File: config.mk
export PLATFORM = sky130hd
export DESIGN_NAME = sync_fifo_flat
export DESIGN_NICKNAME = d
export VERILOG_FILES = /design/src/rtl/sync_fifo_pkg.sv /design/src/rtl/sync_fifo_if.sv /design/src/rtl/sync_fifo_ram.sv /design/src/rtl/sync_fifo.sv /design/src/flat_wrapper.sv
export SDC_FILE = /design/constraint.sdc
export NUM_CORES = 1
export LEC_CHECK = 0
export CAP_MARGIN = 20
export CORE_MARGIN = 2
export CORE_UTILIZATION = 50
export CTS_BUF_LIST = sky130_fd_sc_hd__clkbuf_8
export DETAILED_ROUTE_END_ITERATION = 12
export PLACE_DENSITY = 0.78
export SETUP_SLACK_MARGIN = 0.3
export SLEW_MARGIN = 20
export SYNTH_ARGS = -nofsm -noshare
export SYNTH_HDL_FRONTEND = slang
export SYNTH_SLANG_ARGS = --single-unit
File: constraint.sdc
create_clock -name clk -period 1.6 [get_ports clk]
set_input_delay 0.16 -clock clk [delete_from_list [all_inputs] [get_ports clk]]
set_output_delay 0.16 -clock clk [all_outputs]
set_load 0.1 [all_outputs]
File: src/rtl/sync_fifo_pkg.sv
// Shared constants and helpers for the synchronous FIFO.
package sync_fifo_pkg;

  // Pointer width for a power-of-two depth.
  function automatic int unsigned ptr_width(input int unsigned depth);
    return $clog2(depth);
  endfunction

  localparam int unsigned DefWidth = 4;
  localparam int unsigned DefDepth = 8;
  localparam int unsigned DefPtrW  = ptr_width(DefDepth);

endpackage

File: src/rtl/sync_fifo_if.sv
// Data/handshake bundle between a FIFO user (master) and the FIFO (slave).
interface sync_fifo_if
  import sync_fifo_pkg::*;
#(
  parameter int unsigned WIDTH = DefWidth
);
  logic             en;
  logic             wnr;
  logic [WIDTH-1:0] in;
  logic [WIDTH-1:0] out;
  logic             full;
  logic             empty;

  modport master (output en, wnr, in, input out, full, empty);
  modport slave  (input en, wnr, in, output out, full, empty);
endinterface

File: src/rtl/sync_fifo_ram.sv
// DEPTH x WIDTH storage: synchronous write, registered read port.
module sync_fifo_ram
  import sync_fifo_pkg::*;
#(
  parameter int unsigned WIDTH = DefWidth,
  parameter int unsigned DEPTH = DefDepth,
  parameter int unsigned PtrW  = ptr_width(DEPTH)
) (
  input  logic             clk,
  input  logic             rst,
  input  logic             i_we,
  input  logic [PtrW-1:0]  i_waddr,
  input  logic [WIDTH-1:0] i_wdata,
  input  logic             i_re,
  input  logic [PtrW-1:0]  i_raddr,
  output logic [WIDTH-1:0] o_rdata
);

  logic [WIDTH-1:0] r_mem [DEPTH];
  logic [WIDTH-1:0] r_rdata;

  // Array write; contents are intentionally not reset.
  always_ff @(posedge clk) begin
    if (i_we) r_mem[i_waddr] <= i_wdata;
  end

  // Read data register: loads only on a successful read, otherwise holds.
  always_ff @(posedge clk or posedge rst) begin
    if (rst) begin
      r_rdata <= '0;
    end else if (i_re) begin
      r_rdata <= r_mem[i_raddr];
    end
  end

  assign o_rdata = r_rdata;

endmodule

File: src/rtl/sync_fifo.sv
// Synchronous FIFO: pointers, occupancy count and registered full/empty flags.
module sync_fifo
  import sync_fifo_pkg::*;
#(
  parameter int unsigned WIDTH = DefWidth,
  parameter int unsigned DEPTH = DefDepth
) (
  input  logic     clk,
  input  logic     rst,
  sync_fifo_if.slave bus
);

  localparam int unsigned   PtrW   = ptr_width(DEPTH);
  localparam int unsigned   CntW   = PtrW + 1;
  localparam logic [CntW-1:0] CntMax = CntW'(DEPTH);

  logic            w_wr;
  logic            w_rd;
  logic [PtrW-1:0] r_wptr;
  logic [PtrW-1:0] r_rptr;
  logic [CntW-1:0] r_count;
  logic [CntW-1:0] w_count_d;
  logic            r_full;
  logic            r_empty;
  logic [WIDTH-1:0] w_rdata;

  // wnr selects the single operation, so read and write never coincide.
  assign w_wr = bus.en & bus.wnr & ~r_full;
  assign w_rd = bus.en & ~bus.wnr & ~r_empty;

  // Next occupancy, used for both the count and the registered flags.
  always_comb begin
    w_count_d = r_count;
    if (w_wr) begin
      w_count_d = r_count + CntW'(1);
    end else if (w_rd) begin
      w_count_d = r_count - CntW'(1);
    end
  end

  // Pointer, count and flag state; pointers wrap naturally at DEPTH.
  always_ff @(posedge clk or posedge rst) begin
    if (rst) begin
      r_wptr  <= '0;
      r_rptr  <= '0;
      r_count <= '0;
      r_full  <= 1'b0;
      r_empty <= 1'b1;
    end else begin
      if (w_wr) r_wptr <= r_wptr + PtrW'(1);
      if (w_rd) r_rptr <= r_rptr + PtrW'(1);
      r_count <= w_count_d;
      r_full  <= (w_count_d == CntMax);
      r_empty <= (w_count_d == '0);
    end
  end

  sync_fifo_ram #(
    .WIDTH (WIDTH),
    .DEPTH (DEPTH),
    .PtrW  (PtrW)
  ) u_ram (
    .clk     (clk),
    .rst     (rst),
    .i_we    (w_wr),
    .i_waddr (r_wptr),
    .i_wdata (bus.in),
    .i_re    (w_rd),
    .i_raddr (r_rptr),
    .o_rdata (w_rdata)
  );

  assign bus.out   = w_rdata;
  assign bus.full  = r_full;
  assign bus.empty = r_empty;

endmodule

File: src/flat_wrapper.sv
// flat-port wrapper written by rule: the top's interface ports become plain ports
module sync_fifo_flat import sync_fifo_pkg::*;
#(
  parameter int unsigned WIDTH = DefWidth,
  parameter int unsigned DEPTH = DefDepth
)
  (clk, rst, bus_en, bus_wnr, bus_in, bus_out, bus_full, bus_empty);
  sync_fifo_if #(.WIDTH(WIDTH)) bus_i ();
  input  logic clk;
  input  logic rst;
  input wire logic [$bits(bus_i.en)-1:0] bus_en;
  input wire logic [$bits(bus_i.wnr)-1:0] bus_wnr;
  input wire logic [$bits(bus_i.in)-1:0] bus_in;
  output wire logic [$bits(bus_i.out)-1:0] bus_out;
  output wire logic [$bits(bus_i.full)-1:0] bus_full;
  output wire logic [$bits(bus_i.empty)-1:0] bus_empty;
  assign bus_i.en = bus_en;
  assign bus_i.wnr = bus_wnr;
  assign bus_i.in = bus_in;
  assign bus_out = bus_i.out;
  assign bus_full = bus_i.full;
  assign bus_empty = bus_i.empty;
  sync_fifo #(.WIDTH(WIDTH), .DEPTH(DEPTH)) u_core (.clk(clk), .rst(rst), .bus(bus_i));
endmodule
# ---- Word level (Yosys, flattened, before mapping)
# Memory sizes are Yosys's and may differ from the RTL's. A register that Yosys moved wholly into a read port is not among the register bits.
# Index checks and enable logic that the tools add are counted.
# Widths: inputs -> output; s select.
dict set report op_classes {
  bitwise_logic 7
  reduce_logical 1
  n_mux 4
  eq_ne 1
  n_addsub 4
}
# cell n
set ops {}
lappend ops {{$mux 4} 2}
lappend ops {{$add 3x1->3 const B} 2}
lappend ops {{$add 4x1->4 const B} 1}
lappend ops {{$and 1x1->1} 4}
lappend ops {{$eq 4x4->1 const B} 1}
lappend ops {{$logic_not 4->1} 1}
lappend ops {{$sub 4x1->4 const B} 1}
lappend ops {{$not 1->1} 3}
lappend ops {{$mux 1} 2}
dict set report totals {
  wordCells 23
  ramBits 32
  memories 1
  inputBits 8
  register_bits 12
}
# memory words word_bits read_ports rd_clocked_by_memory_dff write_ports line_no
set memory_table {}
lappend memory_table {u_core.u_ram.r_mem 8 4 1 1 1 sync_fifo_ram.sv:19} ;# logic [WIDTH-1:0] r_mem [DEPTH];

# ---- Logic depth before layout (Yosys ltp)
# Gate-level depths: netlist of the first run.
dict set report depth {
  word_depth 6
  depth_mapped 6
}

# ---- Modules after synthesis
# Synthesis of the first run repeated with hierarchy kept, for this count alone.
dict set report unflattened {
  hier_cells 140
  area_unflattened_um2 2078.2
}
# module cells_each area_per_inst_um2 seq_area_each_um2 n_inst
set by_module_without_submodules {}
lappend by_module_without_submodules {sync_fifo_ram 88 1458.9 1061.0 1}
lappend by_module_without_submodules {sync_fifo 52 619.3 301.5 1}

# ---- Worst setup path before layout of the first run
# OpenSTA, ideal clock, no wires.
dict set report synth_timing {
  path_kind {reg-to-reg}
  startpoint {reg u_core.r_full (netlist: u_core.bus.full)}
  endpoint {mem u_core.u_ram.r_mem[0][0] (netlist bit) (enable)}
  path_buffers 0
  period_less_slack_ns 1.948
  path_slack_ns -0.348
  setup_time_ns 0.377
  path_stages_with_launch 3
  required_time_ns 1.223
  t_arrival_ns 1.571
  cell_sequence {dfrtp_1 nand3b_4 nor4_1}
}
dict set report synth_via {
  elab_chain_len 4
}
# element line_no
set synth_rtl {}
lappend synth_rtl {{from (decl)} sync_fifo.sv:23} ;# logic r_full;
lappend synth_rtl {{from (signal assigned)} sync_fifo.sv:53} ;# r_full <= (w_count_d == CntMax);
lappend synth_rtl {{$not 1->1} sync_fifo.sv:28} ;# assign w_wr = bus.en & bus.wnr & ~r_full;
lappend synth_rtl {{$and 1x1->1} sync_fifo.sv:28}
lappend synth_rtl {{$mux 1} sync_fifo_ram.sv:24} ;# if (i_we) r_mem[i_waddr] <= i_wdata;
lappend synth_rtl {{$mux 1 (not written as such)} sync_fifo_ram.sv:24}
lappend synth_rtl {{to (decl)} sync_fifo_ram.sv:19}
# Every way passes these cells.

# ---- Worst setup path in the final report of the first run
dict set report layout_timing {
  startpoint {reg u_core.r_empty (netlist: u_core.bus.empty)}
  endpoint {reg u_core.r_full (netlist: u_core.bus.full)}
}
dict set report layout_via {
  elab_chain_len 5
}
# element line_no
set layout_rtl {}
lappend layout_rtl {{from (decl)} sync_fifo.sv:24} ;# logic r_empty;
lappend layout_rtl {{from (signal assigned)} sync_fifo.sv:54} ;# r_empty <= (w_count_d == '0);
lappend layout_rtl {{$not 1->1} sync_fifo.sv:29} ;# assign w_rd = bus.en & ~bus.wnr & ~r_empty;
lappend layout_rtl {{$and 1x1->1} sync_fifo.sv:29}
lappend layout_rtl {{$mux 4} sync_fifo.sv:36} ;# end else if (w_rd) begin
lappend layout_rtl {{$mux 4} sync_fifo.sv:34} ;# if (w_wr) begin
lappend layout_rtl {{net u_core.w_count_d[3]} sync_fifo.sv:22} ;# logic [CntW-1:0] w_count_d;
lappend layout_rtl {{$eq 4x4->1} sync_fifo.sv:53}
# The timed path passes the listed nets, and every way through them passes these cells.
# A chain may end at the register's enable or synchronous reset.

==> impl_metrics.csv, run 1 <==
group,metric,value,unit
timing,slew_headroom,69.0,%
power,p_per_area,1860,mW/mm^2
worst_setup_path,cp_cell_sequence,"buf_6 > nor3b_4 > a2bb2oi_2 > xnor2_2 > nor3b_2",
synthesis,synthTopCellsByCount,"edfxtp_1 (32), dfrtp_1 (15), nand2_1 (9)",
clocking,clock_path_buffers,2,
routing,routed_wirelength,4030,um
worst_setup_path,critical-path-max-stage-delay,520,ps
outcome,outcome,"finished, final reports clean",
global_routing,overflow,0,
worst_setup_path,cp_data_required_time,1820,ps
synthesis,synthesis.area,0.00211,sq mm
synthesis,synth.avg_cell_area,16.3,sq um
worst_setup_path,rr_startpoint,"u_core.bus.empty$_DFF_PP1_",
timing,setup_viol,0,
timing,fmax,648,MHz
global_routing,first_global_vias,1231,
routing,via_per_inst,5.51,
clocking,clk_latency,300,ps
synthesis,ys_warn_count,0,
synthesis,synth_edf_count,32,
worst_setup_path,cp-start-kind,"flip-flop",
timing,tns,0,ps
timing,tightestPinTransition,464,ps
cells_and_area,syn_to_final_growth,29.0,%
synthesis,synth_flop_cell,"edfxtp_1",
cells_and_area,antenna_cells,0,
clocking,cts_tree,"built",
synthesis,synth.yosys.seq_area_share,64.7,%
clocking,hold_buffers,0,
timing,fin_crit,1540,ps
routing,drc_errors,0,
worst_setup_path,crit_buf_inv,1,
place,gp_congestion,0.803,
worst_setup_path,crit_fanout,6,
worst_setup_path,rr_worst_depth,5,
synthesis,synth.distinct_cells,36,
floorplanning,io_pins,14,
clocking,cts_max_level,2,
synthesis,synth_cells,129,
floorplanning,fp.dieH,68.9,um
routing,drt_iter0_drc,70,
clocking,cts_made_buffers,5,
synthesis,syn_nets,141,
timing,hold_viol,0,
synthesis,yosys-top-cells-area,"edfxtp_1 (46%), dfrtp_1 (18%), mux4_2 (8.6%), ha_1 (2.4%), mux2i_1 (2.4%)",
global_routing,antenna_found_initial,0,
worst_setup_path,timing.rr.end,"u_core.bus.full$_DFF_PP0_",
worst_setup_path,cp_slowest_cell,"dfstp_4",
clocking,clockRootBuffer,"clkbuf_8",
power,ir_drop,0.815,mV
synthesis,synthMostInstantiatedCell,"edfxtp_1",
job,drv_cap,0,
timing,rsz0062_at_grt,"true",
timing,fin_skew,6.38,ps
synthesis,synth_top_area_cell,"edfxtp_1",
synthesis,synthArstFlopShare,33.3,%
clocking,clock-sinks,48,
cells_and_area,fin_nets,176,
place,port_buffers,13,
routing,drt.antenna.violating_nets,0,
cells_and_area,final_util,67.4,%
timing,setup_slack,56.5,ps
floorplanning,die_x,68.9,um
global_routing,grt_pass1_wl,6070,um
worst_setup_path,path_delay_family,"flip-flops",
routing,drt_first_pass_iters,4,
worst_setup_path,arrival,1770,ps
timing,fin_crit_sh,96.5,%
place,pre_cts_ws,-172,ps
place,placed_area,0.00250,sq mm
power,p_leak,0.00101,uW
synthesis,netlist.area_leader.share,45.6,%
cells_and_area,drive_above_1_share,44.8,%
clocking,clk_pin_slew_worst_paths,80,ps
global_routing,grtUsageTotal,18.8,%
floorplanning,num_rows,23,
worst_setup_path,endpoint_kind,"flip-flop",
place,hpwl,2710,um
floorplanning,core_area,0.00403,sq mm
routing,wl_per_cell,18.7,um
floorplanning,die_area,0.00475,sq mm
floorplanning,initial_core_util,52.3,%
worst_setup_path,path_class,"flip-flop to flip-flop",
worst_setup_path,r2r_slack,60,ps
routing,vias,1185,
cells_and_area,design_area,0.00272,sq mm
timing,slew_viol_final,0,
worst_hold_path,hold_class,"primary input to async pin",
global_routing,grt_max_degree,15,
synthesis,ys_seq_elements,48,
[layout make-up]
type                            instances  area, sq um
Sequential cell                        48         1370
Inverter                                3         11.3
Tap cell                               50         62.6
Fill cell                             274         1310
Timing Repair Buffer                   34          388
Multi-Input combinational cell         72          800
Clock inverter                          3         15.0
Clock buffer                            5         68.8
[through the flow]
stage | power [uW] | hold WS, ps | instances
after global routing | 5300 | 211 | 215
after detailed placement | 4090 | 500 | 200
final | 5040 | 167 | 215
after floorplan | 3400 | 73.0 | 129
after CTS | 4910 | 177 | 211
after global placement | 4010 | 495 | 200
[cell usage in the layout, fill, tap and decap left out, types with 3 or more instances in the layout]
cell type        netlist  layout
nor3_2                 0       4
edfxtp_1              32      32
buf_4                  0      17
buf_12                 0       7
a21oi_1                5       4
nand2b_1               3       3
mux4_2                 8       8
clkbuf_8               0       5
mux2i_1                5       4
nand2_1                9       8
clkdlybuf4s50_1        0       6
xnor2_1                4       3
dfrtp_1               15      13
nor2_1                 8       5
[cell families (layout without fill, tap and decap cells)]
kind of cell | after synthesis | count (layout) | synth area share (%)
DFF | 48 | 48 | 64.7
and+or+nand+nor | 39 | 39 | 12.4
muxes | 14 | 14 | 11.5
AOI/OAI and AO/OA | 9 | 9 | 3.39
buffers and inverters | 9 | 45 | 2.79
xor gates and xnor gates | 6 | 6 | 2.85
adders and majority gates | 4 | 4 | 2.38
[where the power goes]
part / internal (uW) / leakage, uW / switching (uW) / total (uW)
clock: 296 / 0.0000430 / 366 / 663
sequential: 1610 / 0.000473 / 395 / 2010
combinational: 1170 / 0.000498 / 1200 / 2380
[per-layer routing]
| metal | share of wire (%) | vias up | GRT usage [%] |
|---|---|---|---|
| li1 | - | 552 | - |
| met2 | 54 | 20 | 31.4 |
| met1 | 42 | 606 | 23.5 |
| met4 | 1.6 | 0 | 6.37 |
| met5 | 0 | - | 0 |
| met3 | 2.9 | 7 | 5.36 |
[how the worst max path moves through the flow]
stage / startpoint / endpoint / slack [ps] / depth (start not counted)
floorplan: u_core.bus.full$_DFF_PP0_ / u_core.u_ram.r_mem[4][0]$_DFFE_PP_ / 40 / 3
global placement: bus_en / u_core.u_ram.r_mem[4][2]$_DFFE_PP_ / -130 / 4
detailed placement: bus_en / u_core.u_ram.r_mem[0][2]$_DFFE_PP_ / -170 / 5
CTS: u_core.bus.full$_DFF_PP0_ / u_core.u_ram.r_mem[4][1]$_DFFE_PP_ / 110 / 3
global route: u_core.bus.empty$_DFF_PP1_ / u_core.bus.full$_DFF_PP0_ / 40 / 5
finish: u_core.bus.empty$_DFF_PP1_ / u_core.bus.full$_DFF_PP0_ / 60 / 5
[worst reg2reg max path: cells and delay by family (launching register included)]
kind	cells	cell delay, ps
flip-flops	1	520
AND/OR/NAND/NOR	2	440
AO/OA/AOI/OAI	1	120
buffers and inverters	1	130
XOR/XNOR	1	250
[state kept, by name, indices dropped and copies added (netlist names)]
register	cells
u_core.r_rptr	3
u_core.u_ram.r_mem	32
u_core.r_count	4
u_core.bus.empty	1
u_core.u_ram.o_rdata	4
u_core.bus.full	1
u_core.r_wptr	3
[timing repair]
item	in CTS	in global routing
pin swaps	3	10
gates cloned	0	1
resized for setup	11	5
endpoints found under the setup margin	44	46
setup buffers	3	3
endpoints found under the hold margin	0	0
No activity file was read; power rests on OpenSTA's default activity.
==> run 2: changes to the inputs <==
CORE_MARGIN = 5   (was 2)
==> impl_metrics.csv, run 2 (synthesis results as in run 1) <==
group,metric,value,unit
timing,tightestPinTransition,437,ps
global_routing,grt_pass1_wl,6170,um
timing,fin_crit,1500,ps
global_routing,antenna_found_initial,0,
cells_and_area,multi_input_comb_area,823,sq um
clocking,clock-sinks,48,
floorplanning,die_area,0.00561,sq mm
routing,via_per_inst,5.48,
cells_and_area,design_area,0.00277,sq mm
routing,vias,1183,
cells_and_area,nFillCells,281,
clocking,clk_latency,290,ps
place,placed_area,0.00250,sq mm
floorplanning,core_area,0.00403,sq mm
worst_setup_path,cp_cell_sequence,"ha_2 > and4b_4 > or3b_4 > o311ai_4 > nor3b_2",
floorplanning,io_pins,14,
timing,setup_viol,0,
worst_setup_path,path_class,"flip-flop to flip-flop",
clocking,hold_buffers,0,
job,drv_cap,0,
place,gp_congestion,0.862,
worst_hold_path,hold_class,"primary input to async pin",
clocking,cts_max_level,2,
routing,drt.antenna.violating_nets,0,
cells_and_area,antenna_cells,0,
worst_setup_path,crit_fanout,3,
cells_and_area,fin_nets,177,
clocking,cts_made_buffers,5,
clocking,cts_tree,"built",
worst_setup_path,cp_data_required_time,1780,ps
floorplanning,fp.dieH,74.9,um
global_routing,first_global_vias,1281,
cells_and_area,final_common_cell,"edfxtp_1",
floorplanning,initial_core_util,52.3,%
routing,wl_per_cell,17.9,um
timing,rsz0062_at_grt,"true",
cells_and_area,drive_above_1_share,47.6,%
routing,drc_errors,0,
clocking,clk_pin_slew_worst_paths,90,ps
global_routing,grt_max_degree,17,
global_routing,overflow,0,
routing,drt_first_pass_iters,4,
routing,drt_iter0_drc,56,
timing,slew_viol_final,0,
timing,hold_viol,0,
cells_and_area,largest_reg_flops,32,
power,p_per_area,1900,mW/mm^2
cells_and_area,regMostFlops,"u_core.u_ram.r_mem",
worst_setup_path,cp-start-kind,"flip-flop",
routing,routed_wirelength,3860,um
cells_and_area,final_cell_mix,"edfxtp_1 (32), buf_4 (17), dfrtp_1 (11), nand2_1 (8), mux4_2 (8)",
outcome,outcome,"finished, final reports clean",
cells_and_area,final_util,68.7,%
timing,slew_headroom,70.9,%
worst_setup_path,critical-path-max-stage-delay,420,ps
global_routing,grtUsageTotal,15.2,%
timing,fmax,668,MHz
cells_and_area,register_area,0.00137,sq mm
place,hpwl,2810,um
worst_setup_path,cp_slowest_cell,"dfrtp_1",
power,ir_drop,1.27,mV
floorplanning,num_rows,23,
timing,fin_skew,5.87,ps
clocking,clockRootBuffer,"clkbuf_8",
cells_and_area,stdcell_count,216,
worst_setup_path,endpoint_kind,"flip-flop",
clocking,clock_path_buffers,2,
floorplanning,die_x,74.9,um
place,dp_cells,201,
cells_and_area,syn_to_final_growth,31.4,%
worst_setup_path,arrival,1670,ps
power,p_leak,0.00104,uW
timing,fin_crit_sh,93.6,%
place,port_buffers,13,
[run 2: path summary, 6_finish.rpt]
kind / start / to / slack (ps) / cells after the start
worst max-delay path: u_core.r_count[0]$_DFF_PP0_ / u_core.bus.full$_DFF_PP0_ / 100 / 5
worst max register to register: u_core.r_count[0]$_DFF_PP0_ / u_core.bus.full$_DFF_PP0_ / 100 / 5
worst min-delay path: rst / u_core.u_ram.o_rdata[0]$_DFFE_PP0P_ / 180 / 3
max in group asynchronous: rst / u_core.bus.empty$_DFF_PP1_ / 1170 / 3
worst min register to register: u_core.r_count[3]$_DFF_PP0_ / u_core.r_count[3]$_DFF_PP0_ / 540 / 1
min in group clk: bus_en / u_core.r_count[0]$_DFF_PP0_ / 480 / 4
[run 2: repair_timing]
item	CTS	global route
endpoints found under the setup margin	45	45
buffers inserted	5	2
gates resized for setup	14	10
pin swaps	9	6
[run 2: critical path, delay by kind of cell (launching register included)]
kind	cells	cell delay, ps
AOI/OAI and AO/OA	1	90
adders and majority gates	1	190
DFF	1	420
and+or+nand+nor	3	670
[run 2: power breakdown]
part / switching [uW] / internal [uW] / total (uW) / leakage (uW)
Clock: 389 / 462 / 851 / 0.0000541
Sequential: 378 / 1620 / 1990 / 0.000471
Combinational: 1210 / 1190 / 2410 / 0.000513
[run 2: per-layer routing]
layer  routed length (um)  vias up  share of wire [%]  GRT usage [%]
met2                 2160       16                 56           27.6
li1                     -      553                  -              -
met1                 1530      607                 40           17.3
met3                  119        7                3.1           4.27
met4                   55        0                1.4           4.35
met5                    0        -                  0              0
[run 2: through the flow]
| stage | hold slack [ps] | setup slack (ps) | power [uW] | setup TNS, ps |
|---|---|---|---|---|
| CTS | 189 | 127 | 5180 | 0 |
| global route | 188 | 27.5 | 5520 | 0 |
| finish | 179 | 103 | 5250 | 0 |
| detailed placement | 506 | -133 | 4120 | -2460 |
| floorplan | 73.0 | 36.0 | 3400 | 0 |
| global placement | 487 | -95.0 | 4030 | -1060 |
[run 2: layout make-up]
cell class	count	share of cell area, %
flip-flops and latches	48	49.7
multi-input cells	72	29.8
repair buffers	35	13.9
clock buffers	5	2.49
well taps	50	2.26
clock inverters	3	1.54
inverters	3	0.407
